## src/rtl/key_event_bank_if.sv

```systemverilog
// key_event_bank_if
// Groups the key-conditioner signals into one bundle.
//   i_in        raw asynchronous key levels (one bit per channel)
//   i_repeat_en per-channel auto-repeat enable, synchronous to the clock
//   o_pressed   debounced pressed state (1 = pressed)
//   o_press     one-cycle pulse on accepted press
//   o_release   one-cycle pulse on accepted release
//   o_long      one-cycle pulse when a hold reaches the long-press time
//   o_repeat    one-cycle auto-repeat pulse
// The master drives the key inputs and consumes the events; the slave is
// the conditioner itself.
interface key_event_bank_if #(
    parameter int N_CH = 4
);
    logic [N_CH-1:0] i_in;
    logic [N_CH-1:0] i_repeat_en;
    logic [N_CH-1:0] o_pressed;
    logic [N_CH-1:0] o_press;
    logic [N_CH-1:0] o_release;
    logic [N_CH-1:0] o_long;
    logic [N_CH-1:0] o_repeat;

    modport master (
        output i_in, i_repeat_en,
        input  o_pressed, o_press, o_release, o_long, o_repeat
    );

    modport slave (
        input  i_in, i_repeat_en,
        output o_pressed, o_press, o_release, o_long, o_repeat
    );
endinterface

```

## src/rtl/key_event_bank.sv

```systemverilog
// key_event_bank
// Multi-channel push-button conditioner. Each channel has a two-flop
// synchroniser, a stability-counter debouncer and a hold timer that turns
// a held key into press, release, long-press and auto-repeat pulses.
// Ports:
//   i_clk  sole clock
//   i_rst  asynchronous, active-high reset
//   bus    key_event_bank_if.slave: raw keys and repeat enables in,
//          debounced state and one-cycle event pulses out (all registered)
module key_event_bank #(
    parameter int N_CH          = 4,
    parameter int ACTIVE_LOW    = 1,
    parameter int DEB_CYCLES    = 50000,
    parameter int LONG_CYCLES   = 50000000,
    parameter int REPEAT_CYCLES = 5000000
) (
    input  logic            i_clk,
    input  logic            i_rst,
    key_event_bank_if.slave bus
);
    localparam int DW = $clog2(DEB_CYCLES + 1);
    localparam int HW = $clog2(LONG_CYCLES + 1);
    localparam int RW = $clog2(REPEAT_CYCLES + 1);

    localparam logic [DW-1:0] DEB_LAST  = DW'(DEB_CYCLES - 1);
    localparam logic [HW-1:0] LONG_LAST = HW'(LONG_CYCLES - 1);
    localparam logic [RW-1:0] REP_LAST  = RW'(REPEAT_CYCLES - 1);

    // Raw level of a released key; also the XOR mask that turns a
    // synchronised raw level into "pressed".
    localparam logic IDLE_LVL = (ACTIVE_LOW != 0);

    typedef enum logic [1:0] {
        ST_IDLE,
        ST_HOLD,
        ST_REPEAT
    } hold_state_e;

    logic [N_CH-1:0] s1_q, s2_q;
    logic [N_CH-1:0] pressed_w, press_w, release_w, long_w, repeat_w;

    // Synchronisers reset to the released level so a key held through
    // reset is seen as a fresh press afterwards.
    always_ff @(posedge i_clk or posedge i_rst) begin
        if (i_rst) begin
            s1_q <= {N_CH{IDLE_LVL}};
            s2_q <= {N_CH{IDLE_LVL}};
        end else begin
            s1_q <= bus.i_in;
            s2_q <= s1_q;
        end
    end

    for (genvar c = 0; c < N_CH; c++) begin : g_ch
        hold_state_e   state_q, state_d;
        logic [DW-1:0] deb_q, deb_d;
        logic [HW-1:0] hold_q, hold_d;
        logic [RW-1:0] rpt_q, rpt_d;
        logic          pressed_q, pressed_d;
        logic          press_q, press_d;
        logic          release_q, release_d;
        logic          long_q, long_d;
        logic          rpt_pulse_q, rpt_pulse_d;
        logic          p;
        logic          accept;

        assign p = s2_q[c] ^ IDLE_LVL;

        always_comb begin
            state_d     = state_q;
            deb_d       = deb_q;
            hold_d      = hold_q;
            rpt_d       = rpt_q;
            pressed_d   = pressed_q;
            press_d     = 1'b0;
            release_d   = 1'b0;
            long_d      = 1'b0;
            rpt_pulse_d = 1'b0;
            accept      = 1'b0;

            // Count consecutive samples that disagree with the accepted
            // state; any agreeing sample throws the partial count away.
            if (p != pressed_q) begin
                if (deb_q == DEB_LAST) begin
                    accept    = 1'b1;
                    pressed_d = p;
                    deb_d     = '0;
                    press_d   = p;
                    release_d = ~p;
                end else begin
                    deb_d = deb_q + DW'(1);
                end
            end else begin
                deb_d = '0;
            end

            // A release overrides everything so long/repeat can never
            // coincide with or follow the release edge.
            if (accept && !p) begin
                state_d = ST_IDLE;
                hold_d  = '0;
                rpt_d   = '0;
            end else begin
                case (state_q)
                    ST_IDLE: begin
                        if (accept && p) begin
                            state_d = ST_HOLD;
                            hold_d  = '0;
                        end
                    end
                    ST_HOLD: begin
                        if (hold_q == LONG_LAST) begin
                            long_d  = 1'b1;
                            rpt_d   = '0;
                            state_d = ST_REPEAT;
                        end else begin
                            hold_d = hold_q + HW'(1);
                        end
                    end
                    ST_REPEAT: begin
                        // Holding the phase at 0 while disabled makes the
                        // first repeat land a full period after re-enable.
                        if (!bus.i_repeat_en[c]) begin
                            rpt_d = '0;
                        end else if (rpt_q == REP_LAST) begin
                            rpt_pulse_d = 1'b1;
                            rpt_d       = '0;
                        end else begin
                            rpt_d = rpt_q + RW'(1);
                        end
                    end
                    default: begin
                        state_d = ST_IDLE;
                        hold_d  = '0;
                        rpt_d   = '0;
                    end
                endcase
            end
        end

        always_ff @(posedge i_clk or posedge i_rst) begin
            if (i_rst) begin
                state_q     <= ST_IDLE;
                deb_q       <= '0;
                hold_q      <= '0;
                rpt_q       <= '0;
                pressed_q   <= 1'b0;
                press_q     <= 1'b0;
                release_q   <= 1'b0;
                long_q      <= 1'b0;
                rpt_pulse_q <= 1'b0;
            end else begin
                state_q     <= state_d;
                deb_q       <= deb_d;
                hold_q      <= hold_d;
                rpt_q       <= rpt_d;
                pressed_q   <= pressed_d;
                press_q     <= press_d;
                release_q   <= release_d;
                long_q      <= long_d;
                rpt_pulse_q <= rpt_pulse_d;
            end
        end

        assign pressed_w[c] = pressed_q;
        assign press_w[c]   = press_q;
        assign release_w[c] = release_q;
        assign long_w[c]    = long_q;
        assign repeat_w[c]  = rpt_pulse_q;
    end

    assign bus.o_pressed = pressed_w;
    assign bus.o_press   = press_w;
    assign bus.o_release = release_w;
    assign bus.o_long    = long_w;
    assign bus.o_repeat  = repeat_w;
endmodule

```

## src/flat_wrapper.sv

```systemverilog
// flat-port wrapper written by rule: the top's interface ports become plain ports
module key_event_bank_flat 
#(
    parameter int N_CH          = 4,
    parameter int ACTIVE_LOW    = 1,
    parameter int DEB_CYCLES    = 50000,
    parameter int LONG_CYCLES   = 50000000,
    parameter int REPEAT_CYCLES = 5000000
)
  (i_clk, i_rst, bus_i_in, bus_i_repeat_en, bus_o_pressed, bus_o_press, bus_o_release, bus_o_long, bus_o_repeat);
  key_event_bank_if #(.N_CH(N_CH)) bus_i ();
  input  logic i_clk;
  input  logic i_rst;
  input wire logic [$bits(bus_i.i_in)-1:0] bus_i_in;
  input wire logic [$bits(bus_i.i_repeat_en)-1:0] bus_i_repeat_en;
  output wire logic [$bits(bus_i.o_pressed)-1:0] bus_o_pressed;
  output wire logic [$bits(bus_i.o_press)-1:0] bus_o_press;
  output wire logic [$bits(bus_i.o_release)-1:0] bus_o_release;
  output wire logic [$bits(bus_i.o_long)-1:0] bus_o_long;
  output wire logic [$bits(bus_i.o_repeat)-1:0] bus_o_repeat;
  assign bus_i.i_in = bus_i_in;
  assign bus_i.i_repeat_en = bus_i_repeat_en;
  assign bus_o_pressed = bus_i.o_pressed;
  assign bus_o_press = bus_i.o_press;
  assign bus_o_release = bus_i.o_release;
  assign bus_o_long = bus_i.o_long;
  assign bus_o_repeat = bus_i.o_repeat;
  key_event_bank #(.N_CH(N_CH), .ACTIVE_LOW(ACTIVE_LOW), .DEB_CYCLES(DEB_CYCLES), .LONG_CYCLES(LONG_CYCLES), .REPEAT_CYCLES(REPEAT_CYCLES)) u_core (.i_clk(i_clk), .i_rst(i_rst), .bus(bus_i));
endmodule
```

## config.mk

```make
export PLATFORM = sky130hd
export DESIGN_NAME = key_event_bank_flat
export DESIGN_NICKNAME = d
export VERILOG_FILES = /design/src/rtl/key_event_bank_if.sv /design/src/rtl/key_event_bank.sv /design/src/flat_wrapper.sv
export SDC_FILE = /design/constraint.sdc
export NUM_CORES = 1
export LEC_CHECK = 0
export BUFFER_PORTS_ARGS = -buffer_cell sky130_fd_sc_hd__buf_2
export CAP_MARGIN = 10
export CORE_ASPECT_RATIO = 1.75
export CORE_UTILIZATION = 28
export CTS_BUF_LIST = sky130_fd_sc_hd__clkbuf_4
export DETAILED_ROUTE_END_ITERATION = 10
export GPL_TIMING_DRIVEN = 0
export SYNTH_ARGS = -nofsm -noshare
export SYNTH_HDL_FRONTEND = slang
export SYNTH_SLANG_ARGS = --single-unit
```

## constraint.sdc

```tcl
create_clock -name i_clk -period 17.2 [get_ports i_clk]
set_input_delay 2.58 -clock i_clk [delete_from_list [all_inputs] [get_ports i_clk]]
set_output_delay 2.58 -clock i_clk [all_outputs]
set_load 0.01 [all_outputs]
```

==> results of run 1 <==
Yosys cell counts (all sizes together) (12+ instances only):
cell type | number | share of area
a31oi | 37 | 0.015
buf | 31 | 0.014
dfrtp | 288 | 0.47
and4 | 15 | 0.0086
or3 | 28 | 0.011
nand2 | 154 | 0.037
and3 | 61 | 0.025
xor2 | 59 | 0.033
nand3 | 94 | 0.030
a22o | 18 | 0.010
clkbuf | 53 | 0.013
nand4 | 56 | 0.024
nor4 | 15 | 0.0061
a211oi | 23 | 0.011
nor4b | 12 | 0.0068
xnor2 | 90 | 0.051
nor4bb | 12 | 0.0078
nor3 | 42 | 0.014
a21oi | 79 | 0.026
o21ai | 70 | 0.023
inv | 34 | 0.0083
nor2 | 223 | 0.054
ha | 12 | 0.0097
worst paths after layout:
| path | slack [ps] | cells after the start | end | start |
|---|---|---|---|---|
| max in group asynchronous | 14120 | 3 | u_core.s1_q[3] | i_rst |
| setup / recovery | 13170 | 2 | bus_o_pressed[0] | u_core.g_ch[0].pressed_q |
| setup reg to reg | 14000 | 8 | u_core.g_ch[1].rpt_q[5] | u_core.g_ch[1].deb_q[0] |
| min in group asynchronous | 2050 | 2 | u_core.g_ch[1].rpt_pulse_q | i_rst |
| hold reg to reg | 360 | 0 | u_core.s2_q[0] | u_core.s1_q[0] |
| hold / removal | 360 | 0 | u_core.s2_q[0] | u_core.s1_q[0] |
area by class of cell:
type,count,share of cell area
Antenna cell,1,0.000142
Buffer,84,0.0240
Clock buffer,121,0.0517
Clock inverter,16,0.00818
Inverter,34,0.00769
Multi-Input combinational cell,1250,0.426
Sequential cell,296,0.422
Tap cell,690,0.0491
Timing Repair Buffer,31,0.0114
logic make-up (layout without fill, tap and decap cells):
family | count (synthesis) | after routing | share of synthesized area
other | 0 | 1 | 0
AO/OA/AOI/OAI | 315 | 315 | 0.135
buffers and inverters | 118 | 286 | 0.0355
adder cells (fa/ha/maj) | 12 | 12 | 0.00971
flip-flops | 296 | 296 | 0.480
AND/OR/NAND/NOR | 766 | 766 | 0.250
XOR/XNOR | 149 | 149 | 0.0844
multiplexers | 8 | 8 | 0.00542
state kept, by name (all words and copies together), names as in the netlist:
name / cells
u_core.g_ch.rpt_q: 92
u_core.g_ch.deb_q: 64
u_core.g_ch.rpt_pulse_q: 4
u_core.g_ch.hold_q: 104
u_core.g_ch.release_q: 4
u_core.s2_q: 4
u_core.g_ch.press_q: 4
u_core.g_ch.long_q: 4
u_core.g_ch.state_q: 8
u_core.g_ch.pressed_q: 4
u_core.s1_q: 4
where the power goes:
part | switching (W) | total, W | leakage, nW | internal (W)
registers | 0.00000309 | 0.000703 | 4.02 | 0.000700
clock network | 0.000295 | 0.000659 | 0.632 | 0.000364
logic | 0.0000193 | 0.0000247 | 2.80 | 0.00000545
total | 0.000318 | 0.00139 | 7.45 | 0.00107
per-layer routing:
metal	routed length, um	vias to the layer above
li1	-	6229
met1	14200	6239
met2	19700	233
met3	1270	86
met4	1030	0
met5	0	-
metrics by stage:
step                setup slack (ps)  area [sq um]  total power [W]
floorplan                       6460         15500         0.000733
detailed placement             12560         16500         0.000743
global placement                2880         16500         0.000741
CTS                            13060         17600          0.00142
global route                   13050         17600          0.00146
finish                         13170         17600          0.00139
==> metrics, run 1 <==
M3 GR Usage=0.0259; clk slew on worst S/H paths=70 ps; total track usage=0.130; most frequent cells in the layout=dfrtp_1 (288), nor2_1 (223), nand2_1 (154), clkbuf_4 (121), nand3_1 (94); Post-synth EDFFs=0; Worst Path Buf+Inv=2; Total Routed Length=36.3 mm; mean post-synth cell area=9.29 sq um; H-tree levels=3; Core Area=0.0544 sq mm; fin nets=1795; footprint of the multi-input gates=0.00749 sq mm; met2 usage=0.249; post_cts resized=0; Ys Warns=0; Arrival @ worst endpoint=1450 ps; Top Ports=30; Hold Vio Cnt, Final=0; Mapped Nets=1686; RSZ-0062 raised after global routing=false; fin crit period=4030 ps; drt drc=0; Via density=5.07; Hold WS=355 ps; static leakage=7.45 nW; CTS Buf Count=76; largest net degree at the start of global routing=127; # rows=113; Die Y=313 um; Die X=180 um; crit share post-route=0.234; post-synth cell types=73; layout cells sized above 1=0.121; CP required=14620 ps; Slew @ Worst Pin=1140 ps; Final Wtd Congestion=0.827; Mapped Area=0.0155 sq mm; crit start category=flop; root cell of the clock tree=clkbuf_4; setup TNS=0 ps; first-pass GRT wire length=61.8 mm; crit-path max FO=6; commonest non-fill, non-tap cell in the layout=dfrtp_1; Hold Path Class=flop to flop; Syn Inst Count=1664; WL per Instance=14.4 um; Seq/Total Area, Yosys=0.480; worst-case clock buffer depth=3; CP Capture Type=output pin; ANT nets after route=0; PwrDens=78.9 mW/mm^2; Top delay family on crit path=flip-flops; CTS Sinks=296; fmax=248 MHz; initial antenna violation count=1; IO Port Bufs=29; clk_lat worst skew=740 ps; Final HPWL DP=25.1 mm; synthesis-stage register bit count=296; max-cap violations=0; die area=0.0562 sq mm; drt initial violations=585; critical path class=flop to output pin; status=completed; vias in the first global route=13.2k; Final Setup Violations=0; slowest CP cell=dfrtp_1; Area growth syn-to-layout=13.8%; Hold-fix buffers, CTS=0; worst vdd ir=45.3 uV; Pre-antenna DRT Iters=5; met1 Use GR=0.134; total gr overflow=0; GR peak layer=met2; DP Cell Count=2385; Final Skew=32.4 ps; Layout Cells excl Fill=2523; Post-Route Utilization=0.323; fin. max-slew vios=0; CTS tree=built; Reg area=0.00742 sq mm; async set-or-reset flop fraction in the synthesized netlist=1.00; crit-path cells=buf_4 > buf_2; # Post-CTS Setup Buffers=0; Post-synth top flop=dfrtp_1; vias=12.8k; Starting Density=0.284; relative slew slack=0.237; Max stage delay on crit path=430 ps; filler cell count=5570
(Power assumes the default switching activity.)
==> run 2, diff against run 1 <==
Clock period 17.2 ns to 3.4 ns, I/O delays scaled along.
==> metrics, run 2 (synthesis gave the netlist of run 1 again) <==
Top delay family on crit path=buffers and inverters; Flop pwr share=0.515; first-pass GRT wire length=63.4 mm; Clk network pwr share=0.464; total track usage=0.134; IO Port Bufs=29; CP required=4000 ps; most frequent cells in the layout=dfrtp_1 (288), nor2_1 (223), nand2_1 (154), clkbuf_4 (111), nand3_1 (94); CTS tree=built; Pre-antenna DRT Iters=10; Hold Vio Cnt, Final=0; fin crit period=3110 ps; fin worst setup slack=286 ps; CTS Sinks=296; Max stage delay on crit path=690 ps; layout cells sized above 1=0.121; Via density=5.11; Final Wtd Congestion=0.844; Post-Place Setup Slack=195 ps; most used cell, CP=clkbuf_1; Starting Density=0.284; crit-path cells=ha_1 > and3_1 > nand4_1 > clkbuf_1 > nor2_1 > a211oi_1 > clkbuf_1 > nand2_1 > o311ai_0; ANT nets after route=0; status=finished, violations left; Int Pwr=0.00525 W; P_sw=0.00165 W; Gate power share=0.021; crit start category=flop; Die X=180 um; WL per Instance=14.5 um; drt drc=1; Die Y=313 um; slowest CP cell=a211oi_1; Final HPWL DP=26.0 mm; total power=0.00690 W; fin. max-slew vios=0; clk_lat worst skew=760 ps; Post-Route Utilization=0.325; total gr overflow=0; Top Ports=30; Worst Path Buf+Inv=2; die area=0.0562 sq mm; Area growth syn-to-layout=14.5%; Final Setup Violations=0; vias=13.0k; static leakage=7.49 nW; Total Routed Length=36.8 mm; crit-path max FO=10; Core Area=0.0544 sq mm; sw frac=0.240; largest net degree at the start of global routing=42; CP Capture Type=flop; worst vdd ir=205 uV; number of flip-flops in the largest register=104; filler cell count=5581; failing checks=DRC; Final Skew=57.7 ps; # rows=113; clk slew on worst S/H paths=70 ps; drt initial violations=643; critical path class=flop to flop; Slew @ Worst Pin=959 ps; PwrDens=390 mW/mm^2; worst-case clock buffer depth=3; # Post-CTS Setup Buffers=0; crit share post-route=0.916; relative slew slack=0.356; vias in the first global route=13.5k; max-cap violations=0; Hold Path Class=input port to flop; root cell of the clock tree=clkbuf_4; Arrival @ worst endpoint=3720 ps; H-tree levels=3; fin nets=1807; Largest regs=u_core.g_ch.hold_q x104, u_core.g_ch.rpt_q x92, u_core.g_ch.deb_q x64; fmax=321 MHz; Biggest register=u_core.g_ch.hold_q; initial antenna violation count=1; RSZ-0062 raised after global routing=false; CTS Buf Count=77; commonest non-fill, non-tap cell in the layout=dfrtp_1
run 2: cell count changes in the layout (fill, tap and decap cells not counted), sizes merged:
cell	previous run	this run
clkinv	12	25
clkbuf	174	164
buf	62	68
dlygate4sd3	0	5
clkinvlp	0	2
bufinv	3	2
inv	35	34
run 2: power by group through the flow:
stage	registers (W)	clock network, W	logic, W
6_report	0.00356	0.00320	0.000143
2_1_floorplan	0.00362	0	0.0000856
3_5_place_dp	0.00362	0	0.000147
5_1_grt	0.00356	0.00354	0.000171
3_3_place_gp	0.00363	0	0.000121
4_1_cts	0.00356	0.00338	0.000152
run 2: area by class of cell:
class	instances	area, sq um	share of cell area
inverter	34	131	0.00742
buffer	84	423	0.0239
clock buffer	111	833	0.0471
multi-input combinational	1250	7500	0.424
tap	690	863	0.0488
antenna	1	2.50	0.000141
sequential	296	7420	0.419
clock inverter	29	174	0.00983
timing repair buffer	42	355	0.0201
run 2: stage by stage:
step,hold WS [ps],std cells,instance area [sq um],TNS [ps]
after floorplan,345,1664,15500,-297960
after global placement,348,2383,16500,-854300
after detailed placement,348,2391,16600,0
after CTS,103,2536,17700,0
after global routing,142,2537,17700,0
final,175,2537,17700,0
run 2: worst reg2reg max path, cell delays in order, from the launching register on:
cell and delay (ps):
dfrtp_1 400, ha_1 220, and3_1 240, nand4_1 210
clkbuf_1 380, nor2_1 170, a211oi_1 690, clkbuf_1 470
nand2_1 90, o311ai_0 100
run 2: routing by layer:
metal,GRT usage,vias up,part of all wire
li1,-,6265,-
met1,0.133,6368,0.38
met2,0.259,244,0.55
met3,0.0235,95,0.033
met4,0.0805,0,0.034
met5,0,-,0
run 2: timing repair:
item,4_1_cts,5_1_grt
gates resized for setup,0,3
hold buffers,5,0
hold endpoints to repair,21,0
setup endpoints to repair,0,23
run 2: worst paths after layout:
kind | start | end | slack (ps) | cells after the start
worst max-delay path | u_core.g_ch[2].deb_q[0] | u_core.g_ch[2].rpt_q[21] | 290 | 9
worst min-delay path | bus_i_repeat_en[2] | u_core.g_ch[2].rpt_pulse_q | 180 | 3
worst max register to register | u_core.g_ch[2].deb_q[0] | u_core.g_ch[2].rpt_q[21] | 290 | 9
worst min register to register | u_core.s1_q[1] | u_core.s2_q[1] | 360 | 0
max in group asynchronous | i_rst | u_core.s2_q[3] | 1600 | 7
min in group asynchronous | i_rst | u_core.g_ch[0].rpt_q[16] | 350 | 3
